**src/rtl/cpu_register_file.sv**
```systemverilog
// Parametrised CPU register file: one write port, two registered read ports with
// write-forwarding, optional hardwired zero register and a written-since-reset mask.
module cpu_register_file #(
  parameter int NrOfBits = 8,
  parameter int NrOfRegs = 4,
  parameter int AddrBits = 2,
  parameter int ZeroReg  = 0
) (
  input  logic                Clock,
  input  logic                Reset,
  input  logic                ClockEnable,
  input  logic                WriteEnable,
  input  logic [AddrBits-1:0] WriteAddr,
  input  logic [NrOfBits-1:0] WriteData,
  input  logic [AddrBits-1:0] ReadAddrA,
  input  logic [AddrBits-1:0] ReadAddrB,
  output logic [NrOfBits-1:0] ReadDataA,
  output logic [NrOfBits-1:0] ReadDataB,
  output logic [NrOfRegs-1:0] ValidMask
);

  localparam bit HasZeroReg = (ZeroReg != 0);

  logic                w_addr_is_zero;
  logic                w_write_ok;
  logic [NrOfRegs-1:0] w_wr_sel;
  logic [NrOfBits-1:0] w_reg_val [NrOfRegs];
  logic                w_fwd_a;
  logic                w_fwd_b;
  logic [NrOfBits-1:0] w_next_a;
  logic [NrOfBits-1:0] w_next_b;
  logic [NrOfBits-1:0] r_read_a;
  logic [NrOfBits-1:0] r_read_b;
  logic [NrOfRegs-1:0] r_valid;

  // A write aimed at the hardwired zero register is squashed here, which also
  // kills the forward path for it.
  assign w_addr_is_zero = (WriteAddr == '0);
  assign w_write_ok     = WriteEnable && !(HasZeroReg && w_addr_is_zero);

  generate
    for (genvar gi = 0; gi < NrOfRegs; gi++) begin : g_reg
      localparam bit IsZero = HasZeroReg && (gi == 0);
      logic [NrOfBits-1:0] r_q;

      assign w_wr_sel[gi] = w_write_ok && (WriteAddr == AddrBits'(gi));

      always_ff @(posedge Clock) begin
        if (Reset) begin
          r_q <= '0;
        end else if (ClockEnable && w_wr_sel[gi] && !IsZero) begin
          r_q <= WriteData;
        end
      end

      assign w_reg_val[gi] = IsZero ? '0 : r_q;

      always_ff @(posedge Clock) begin
        if (Reset) begin
          r_valid[gi] <= 1'b0;
        end else if (ClockEnable && (w_wr_sel[gi] || IsZero)) begin
          r_valid[gi] <= 1'b1;
        end
      end
    end
  endgenerate

  assign w_fwd_a  = w_write_ok && (WriteAddr == ReadAddrA);
  assign w_fwd_b  = w_write_ok && (WriteAddr == ReadAddrB);
  assign w_next_a = w_fwd_a ? WriteData : w_reg_val[ReadAddrA];
  assign w_next_b = w_fwd_b ? WriteData : w_reg_val[ReadAddrB];

  always_ff @(posedge Clock) begin
    if (Reset) begin
      r_read_a <= '0;
      r_read_b <= '0;
    end else if (ClockEnable) begin
      r_read_a <= w_next_a;
      r_read_b <= w_next_b;
    end
  end

  assign ReadDataA = r_read_a;
  assign ReadDataB = r_read_b;
  assign ValidMask = r_valid;

endmodule

```
**config.mk**
```make
export PLATFORM = sky130hd
export DESIGN_NAME = cpu_register_file
export DESIGN_NICKNAME = d
export VERILOG_FILES = /design/src/rtl/cpu_register_file.sv
export SDC_FILE = /design/constraint.sdc
export NUM_CORES = 1
export LEC_CHECK = 0
export CORE_ASPECT_RATIO = 1.25
export CORE_MARGIN = 4
export CORE_UTILIZATION = 53
export DETAILED_ROUTE_END_ITERATION = 8
export DONT_BUFFER_PORTS = 1
export PLACE_DENSITY = 0.68
export REMOVE_ABC_BUFFERS = 1
export SETUP_SLACK_MARGIN = 0.02
export SLEW_MARGIN = 20
export SYNTH_ARGS = -nofsm -noshare
export SYNTH_HDL_FRONTEND = slang
export SYNTH_SLANG_ARGS = --single-unit
```
**constraint.sdc**
```tcl
create_clock -name Clock -period 1.8 [get_ports Clock]
set_clock_uncertainty 0.05 [all_clocks]
set_input_delay 0.36 -clock Clock [delete_from_list [all_inputs] [get_ports Clock]]
set_output_delay 0.36 -clock Clock [all_outputs]
set_load 0.05 [all_outputs]
```
==> flow_summary_export.csv, run 1 <==
group,metric,value,unit
clocking,cts.sinks,52,
clocking,clk_pin_slew_worst_paths,0.09,ns
routing,num_vias,1992,
critical_path,cp_max_fo,2,
synthesis,yosys_most_used_dff,"dfxtp_1",
placement,gp_congestion,0.863,
critical_path,start_kind,"flip-flop",
clocking,cts_setup_buffers,0,
placement,dp_hpwl,4.31,mm
floorplanning,chipHeight,87.3,microns
grt,grt_pass1_vias,1895,
routing,drt-total-wl,6.27,mm
placement,portBuffers,0,
grt,grt-ovfl-total,0,
synthesis,synth_edf_count,0,
critical_path,arrival,0.96,ns
final_layout,n_antenna_cell,0,
synthesis,synth_compound_area_frac,0.143,
critical_path,critPathKind,"reg2out",
timing,relSlewSlack,0.656,
synthesis,synth_top_family_by_area,"simple AND/OR/NAND/NOR gates",
floorplanning,die_w,71.4,microns
routing,wire_per_inst,19.8,microns
grt,grt_antenna_before_repair,0,
synthesis,yosysMostFrequentCell,"dfxtp_1",
pwr,finalPower,2180,uW
pwr,p_sw,572,uW
pwr,p_seq_frac,0.590,
clocking,cts_buffer_depth,2,
timing,rsz0062_at_grt,"no",
synthesis,synthMuxAreaShare,0.165,
synthesis,synth.area.top_cells,"dfxtp_1 39%, mux4_2 14%, nand2_1 6.8%, a311oi_1 5.3%, a21oi_1 4.5%",
synthesis,synthSimpleGateAreaFrac,0.179,
floorplanning,rows,28,
clocking,clk-insertion-delay-late,0.30,ns
synthesis,synth_top_area_frac,0.391,
pwr,pwr-share-comb,0.099,
synthesis,yosys_register_bits,52,
routing,drtIter0Drc,167,
routing,antenna_left,0,
clocking,cts_tree,"done",
run_status,status,"finished, final reports clean",
clocking,cts_hold_buf,0,
clocking,htree_levels,2,
timing,setup_violations,0,
pwr,p_clk_frac,0.311,
routing,drc,0,
timing,period_needed,1.37,ns
timing,hold_viol,0,
floorplanning,coreArea,0.00480,sq mm
synthesis,postSynthAreaPerCell,9.98,sq um
timing,finalSetupTns,0,ns
grt,track_usage,0.214,
floorplanning,dieArea,0.00623,sq mm
floorplanning,start_util,0.555,
final_layout,area_delta_synth_final,2.11,%
clocking,cts-root-buf,"clkbuf_8",
hold_path,hold_class,"in2reg",
synthesis,synthAdderAreaFrac,0,
critical_path,required,1.39,ns
timing,worst_slew_pin_slew,0.515,ns
synthesis,synth_xor_area_frac,0.0657,
synthesis,ys_types,24,
routing,first_pass_iters,4,
synthesis,netlist_area,0.00267,sq mm
grt,grt_max_degree,53,
pwr,max-vdd-ir-drop,0.000609,V
final_layout,nets,274,
clocking,numCtsBuffers,5,
pwr,swShare,0.262,
synthesis,synth_common_cells,"52 x dfxtp_1, 48 x nand2_1, 32 x nor2_1",
job,maxCapViolCount,0,
critical_path,endpoint_kind,"output port",
timing,finalCritPeriodShare,0.760,
critical_path,rrSetupSlack,0.58,ns
pwr,p_leak,0.000863,uW
synthesis,synth_cells,267,
synthesis,seq_area_frac_synth,0.391,
synthesis,async_flop_share,0,
routing,avgViaCountPerCell,6.28,
timing,drv_slew,0,
synthesis,ys_warn_count,0,
floorplanning,io_pins,38,
timing,fmax,0.731,GHz
final_layout,drive_above_1_share,0.140,
synthesis,synth_top_area_cell,"dfxtp_1",
pwr,p_int,1610,uW
clocking,cts_resized,0,
pwr,power_density,801,mW/mm^2
grt,grt_pass1_wl,10.2,mm
## logic make-up (layout without fill, tap and decap cells)
family,after synthesis,count (layout)
XOR/XNOR,8,8
flip-flops,52,52
buffers and inverters,24,14
AND/OR/NAND/NOR,103,103
AO/OA/AOI/OAI,56,56
multiplexers,24,24
## layout make-up
cell class / instances / area, sq um
fillers: 432 / 2080
flip-flops and latches: 52 / 1040
well taps: 60 / 75.1
clock buffers: 8 / 90.1
repair buffers: 5 / 37.5
inverters: 1 / 3.75
multi-input cells: 191 / 1470
## metal layers
| layer | track usage | wire length (microns) |
|---|---|---|
| met5 | 0 | 0 |
| met4 | 0.0769 | 93 |
| met3 | 0.0670 | 599 |
| met2 | 0.335 | 3070 |
| met1 | 0.279 | 2500 |
## metrics by stage
step / worst slack, ns / hold WS, ns / util / area (sq um) / instances
floorplan: 0.394 / 0.379 / - / 2520 / 244
global placement: 0.521 / 0.385 / 0.548 / 2630 / 309
detailed placement: 0.506 / 0.387 / 0.548 / 2630 / 309
CTS: 0.422 / 0.0574 / 0.567 / 2720 / 317
global route: 0.401 / 0.0476 / 0.567 / 2720 / 317
finish: 0.433 / 0.0616 / 0.567 / 2720 / 317
## registers in the layout (all words and copies together), names as in the netlist
register   count
g.r_q         32
ValidMask      4
ReadDataB      8
ReadDataA      8
## cells in the final DEF, fill, tap and decap left out, types with 2 or more instances in the layout
cell,netlist,routed
a21oi_1,24,24
nor2_1,32,32
xor2_2,2,2
clkbuf_1,8,2
nand4_1,17,17
mux4_2,16,16
xor2_4,2,2
and4b_1,2,2
a311oi_1,16,16
xnor2_2,2,2
nand4b_1,2,2
mux2i_1,8,8
nand2_1,48,48
buf_4,1,5
clkbuf_8,0,6
o31ai_1,16,16
xnor2_4,2,2
dfxtp_1,52,52
## worst paths after layout
| path | startpoint | endpoint | depth (start not counted) |
|---|---|---|---|
| setup / recovery | ValidMask[3]$_SDFFE_PP0P_ | ValidMask[3] | 0 |
| hold / removal | Reset | g_reg[3].r_q[2]$_SDFFE_PP0P_ | 1 |
| hold reg to reg | g_reg[3].r_q[3]$_SDFFE_PP0P_ | g_reg[3].r_q[3]$_SDFFE_PP0P_ | 2 |
| setup reg to reg | g_reg[3].r_q[0]$_SDFFE_PP0P_ | ReadDataA[0]$_SDFFE_PP0P_ | 3 |
## power groups by stage
stage / clock, uW / sequential (uW) / combinational [uW]
6_report: 678 / 1290 / 215
3_5_place_dp: 0 / 1310 / 214
4_1_cts: 698 / 1290 / 214
5_1_grt: 732 / 1290 / 235
3_3_place_gp: 0 / 1310 / 212
2_1_floorplan: 0 / 1320 / 160
Power figures use the tool's default switching activity.
==> run 2, diff against run 1 <==
==> constraint.sdc (replaced) <==
create_clock -name Clock -period 1.3 [get_ports Clock]
set_clock_uncertainty 0.05 [all_clocks]
set_input_delay 0.26 -clock Clock [delete_from_list [all_inputs] [get_ports Clock]]
set_output_delay 0.26 -clock Clock [all_outputs]
set_load 0.05 [all_outputs]
==> run 2 against run 1 <==
Net effect: the run now ends with negative hold slack left; sequential share of layout area is 2.6 points lower; critical path type is now reg2reg; first-iteration DRC count is 7.8% higher; design area is 8.0% higher; highest routed layer unchanged; sequential cell count stayed put; wire length is 2.5% lower; die area stayed put; non-clock buffer count is 25 higher; count of clock-buffer cells in the layout is 2 lower; global-route usage is 0.58 points lower; worst setup slack worse by 0.33 ns; hold slack worse by 0.11 ns; critical endpoint is now ReadDataB[0]$_SDFFE_PP0P_.
==> flow_summary_export.csv, run 2 (synthesis results as in run 1) <==
group,metric,value,unit
routing,num_vias,2059,
final_layout,layout_commonest_cell,"nand2_1",
final_layout,fin_cells,342,
hold_path,hold_class,"in2reg",
critical_path,critPathKind,"reg2reg",
routing,antenna_left,0,
placement,portBuffers,0,
placement,dp_hpwl,4.26,mm
timing,rsz0062_at_grt,"no",
floorplanning,chipHeight,87.3,microns
clocking,clk-insertion-delay-late,0.31,ns
timing,period_needed,1.20,ns
floorplanning,die_w,71.4,microns
clocking,cts-root-buf,"clkbuf_8",
floorplanning,rows,28,
hold_path,min_path_cells,1,
pwr,power_density,1050,mW/mm^2
timing,fmax,0.833,GHz
clocking,clk_pin_slew_worst_paths,0.09,ns
routing,drt-total-wl,6.12,mm
final_layout,stdcell_area,0.00294,sq mm
floorplanning,dieArea,0.00623,sq mm
timing,finalSetupTns,0,ns
critical_path,endpoint_kind,"flip-flop",
clocking,cts_tree,"done",
critical_path,crit_buf_inv,0,
timing,relSlewSlack,0.711,
floorplanning,coreArea,0.00480,sq mm
critical_path,crit_family,"multiplexers",
clocking,cts_setup_buffers,0,
critical_path,rrSetupSlack,0.1,ns
run_status,violations,"negative hold slack",
critical_path,cp.depth,3,
critical_path,cp_max_fo,3,
critical_path,r2r_end,"ReadDataB[0]$_SDFFE_PP0P_",
pwr,p_leak,0.00101,uW
grt,track_usage,0.209,
clocking,htree_levels,2,
routing,drc,0,
final_layout,final_cell_mix,"48 x nand2_1, 47 x dfxtp_1, 32 x nor2_1, 24 x a21oi_1, 22 x buf_4",
timing,finalCritPeriodShare,0.924,
final_layout,n_antenna_cell,0,
grt,grt_antenna_before_repair,0,
critical_path,reg2reg_from,"g_reg[3].r_q[0]$_SDFFE_PP0P_",
run_status,status,"finished, violations left",
critical_path,cp_slowest_cell,"mux4_2",
clocking,numCtsBuffers,5,
timing,whs,-0.0439,ns
final_layout,regMostFlops,"g.r_q",
routing,first_pass_iters,4,
pwr,max-vdd-ir-drop,0.000654,V
critical_path,critPathMaxStageDelay,0.49,ns
grt,grt-ovfl-total,0,
hold_path,min_to,"g_reg[1].r_q[2]$_SDFFE_PP0P_",
hold_path,worstHoldStart,"Reset",
timing,drv_slew,0,
floorplanning,start_util,0.555,
critical_path,r2r_cells,3,
placement,dpl_cell_area,0.00276,sq mm
grt,grt_pass1_wl,10.1,mm
routing,drtIter0Drc,180,
critical_path,required,1.44,ns
timing,setup_violations,0,
clocking,cts.sinks,52,
job,maxCapViolCount,0,
critical_path,arrival,1.34,ns
timing,worst_slew_pin_slew,0.433,ns
critical_path,start_kind,"flip-flop",
final_layout,largest_reg_flops,32,
grt,grt_pass1_vias,1970,
final_layout,drive_above_1_share,0.216,
clocking,cts_buffer_depth,2,
clocking,cts_hold_buf,8,
placement,dp.cells,326,
critical_path,crit_chain,"mux4_2, o31ai_1, a311oi_1",
placement,gp_congestion,0.878,
floorplanning,io_pins,38,
routing,wire_per_inst,17.9,microns
grt,grt_max_degree,53,
routing,avgViaCountPerCell,6.02,
final_layout,nets,299,
final_layout,area_delta_synth_final,10.3,%
timing,hold_viol,44,
## run 2: cell types whose count changed in the layout (fill, tap and decap cells not counted)
cell	delta
and4_1	-1
clkinv_2	+2
buf_4	+17
and4_2	+1
dfxtp_2	+5
clkbuf_1	-2
dlygate4sd3_1	+8
dfxtp_1	-5
## run 2: area by class of cell
class / instances / area (sq um)
multi-input combinational: 191 / 1480
tap: 60 / 75.1
sequential: 52 / 1050
clock inverter: 2 / 10.0
timing repair buffer: 30 / 245
inverter: 1 / 3.75
fill: 406 / 1860
clock buffer: 6 / 82.6
## run 2: power by group
part	leakage, uW	internal, uW	switching (uW)
logic	0.000535	184	247
clock network	0.0000510	426	529
registers	0.000426	1650	46.4
total	0.00101	2260	823
## run 2: worst register-to-register path, cell delays in order, from the launching register on
cell and delay [ns]:
dfxtp_1 0.33, mux4_2 0.49, o31ai_1 0.09, a311oi_1 0.12
## run 2: worst max path at each step
stage | start | endpoint
global placement | g_reg[3].r_q[6]$_SDFFE_PP0P_ | ReadDataB[6]$_SDFFE_PP0P_
finish | g_reg[3].r_q[0]$_SDFFE_PP0P_ | ReadDataB[0]$_SDFFE_PP0P_
detailed placement | g_reg[3].r_q[6]$_SDFFE_PP0P_ | ReadDataA[6]$_SDFFE_PP0P_
global route | g_reg[3].r_q[3]$_SDFFE_PP0P_ | g_reg[3].r_q[3]$_SDFFE_PP0P_
CTS | ValidMask[2]$_SDFFE_PP0P_ | ValidMask[2]
floorplan | WriteEnable | g_reg[0].r_q[0]$_SDFFE_PP0P_
## run 2: through the flow
step	power [uW]	util	setup WS [ns]
final	3080	0.612	0.0991
after global routing	3200	0.612	0.0276
after CTS	3110	0.611	0.0200
after detailed placement	2150	0.575	0.100
after global placement	2150	0.575	0.112
after floorplan	2050	-	-0.00553
## run 2: routing by layer
metal  wire length (microns)  global-route usage  vias to the layer above  part of all wire
met1                    2590               0.264                      972              0.42
li1                        -                   -                     1016                 -
met2                    3000               0.345                       63              0.49
met3                     440              0.0520                        8             0.072
met5                       0                   0                        -                 0
met4                      89              0.0735                        0             0.015
## run 2: timing repair
item	CTS	global route
endpoints found under the setup margin	1	8
resized for setup	1	5
hold endpoints to repair	52	44
gates cloned	0	0
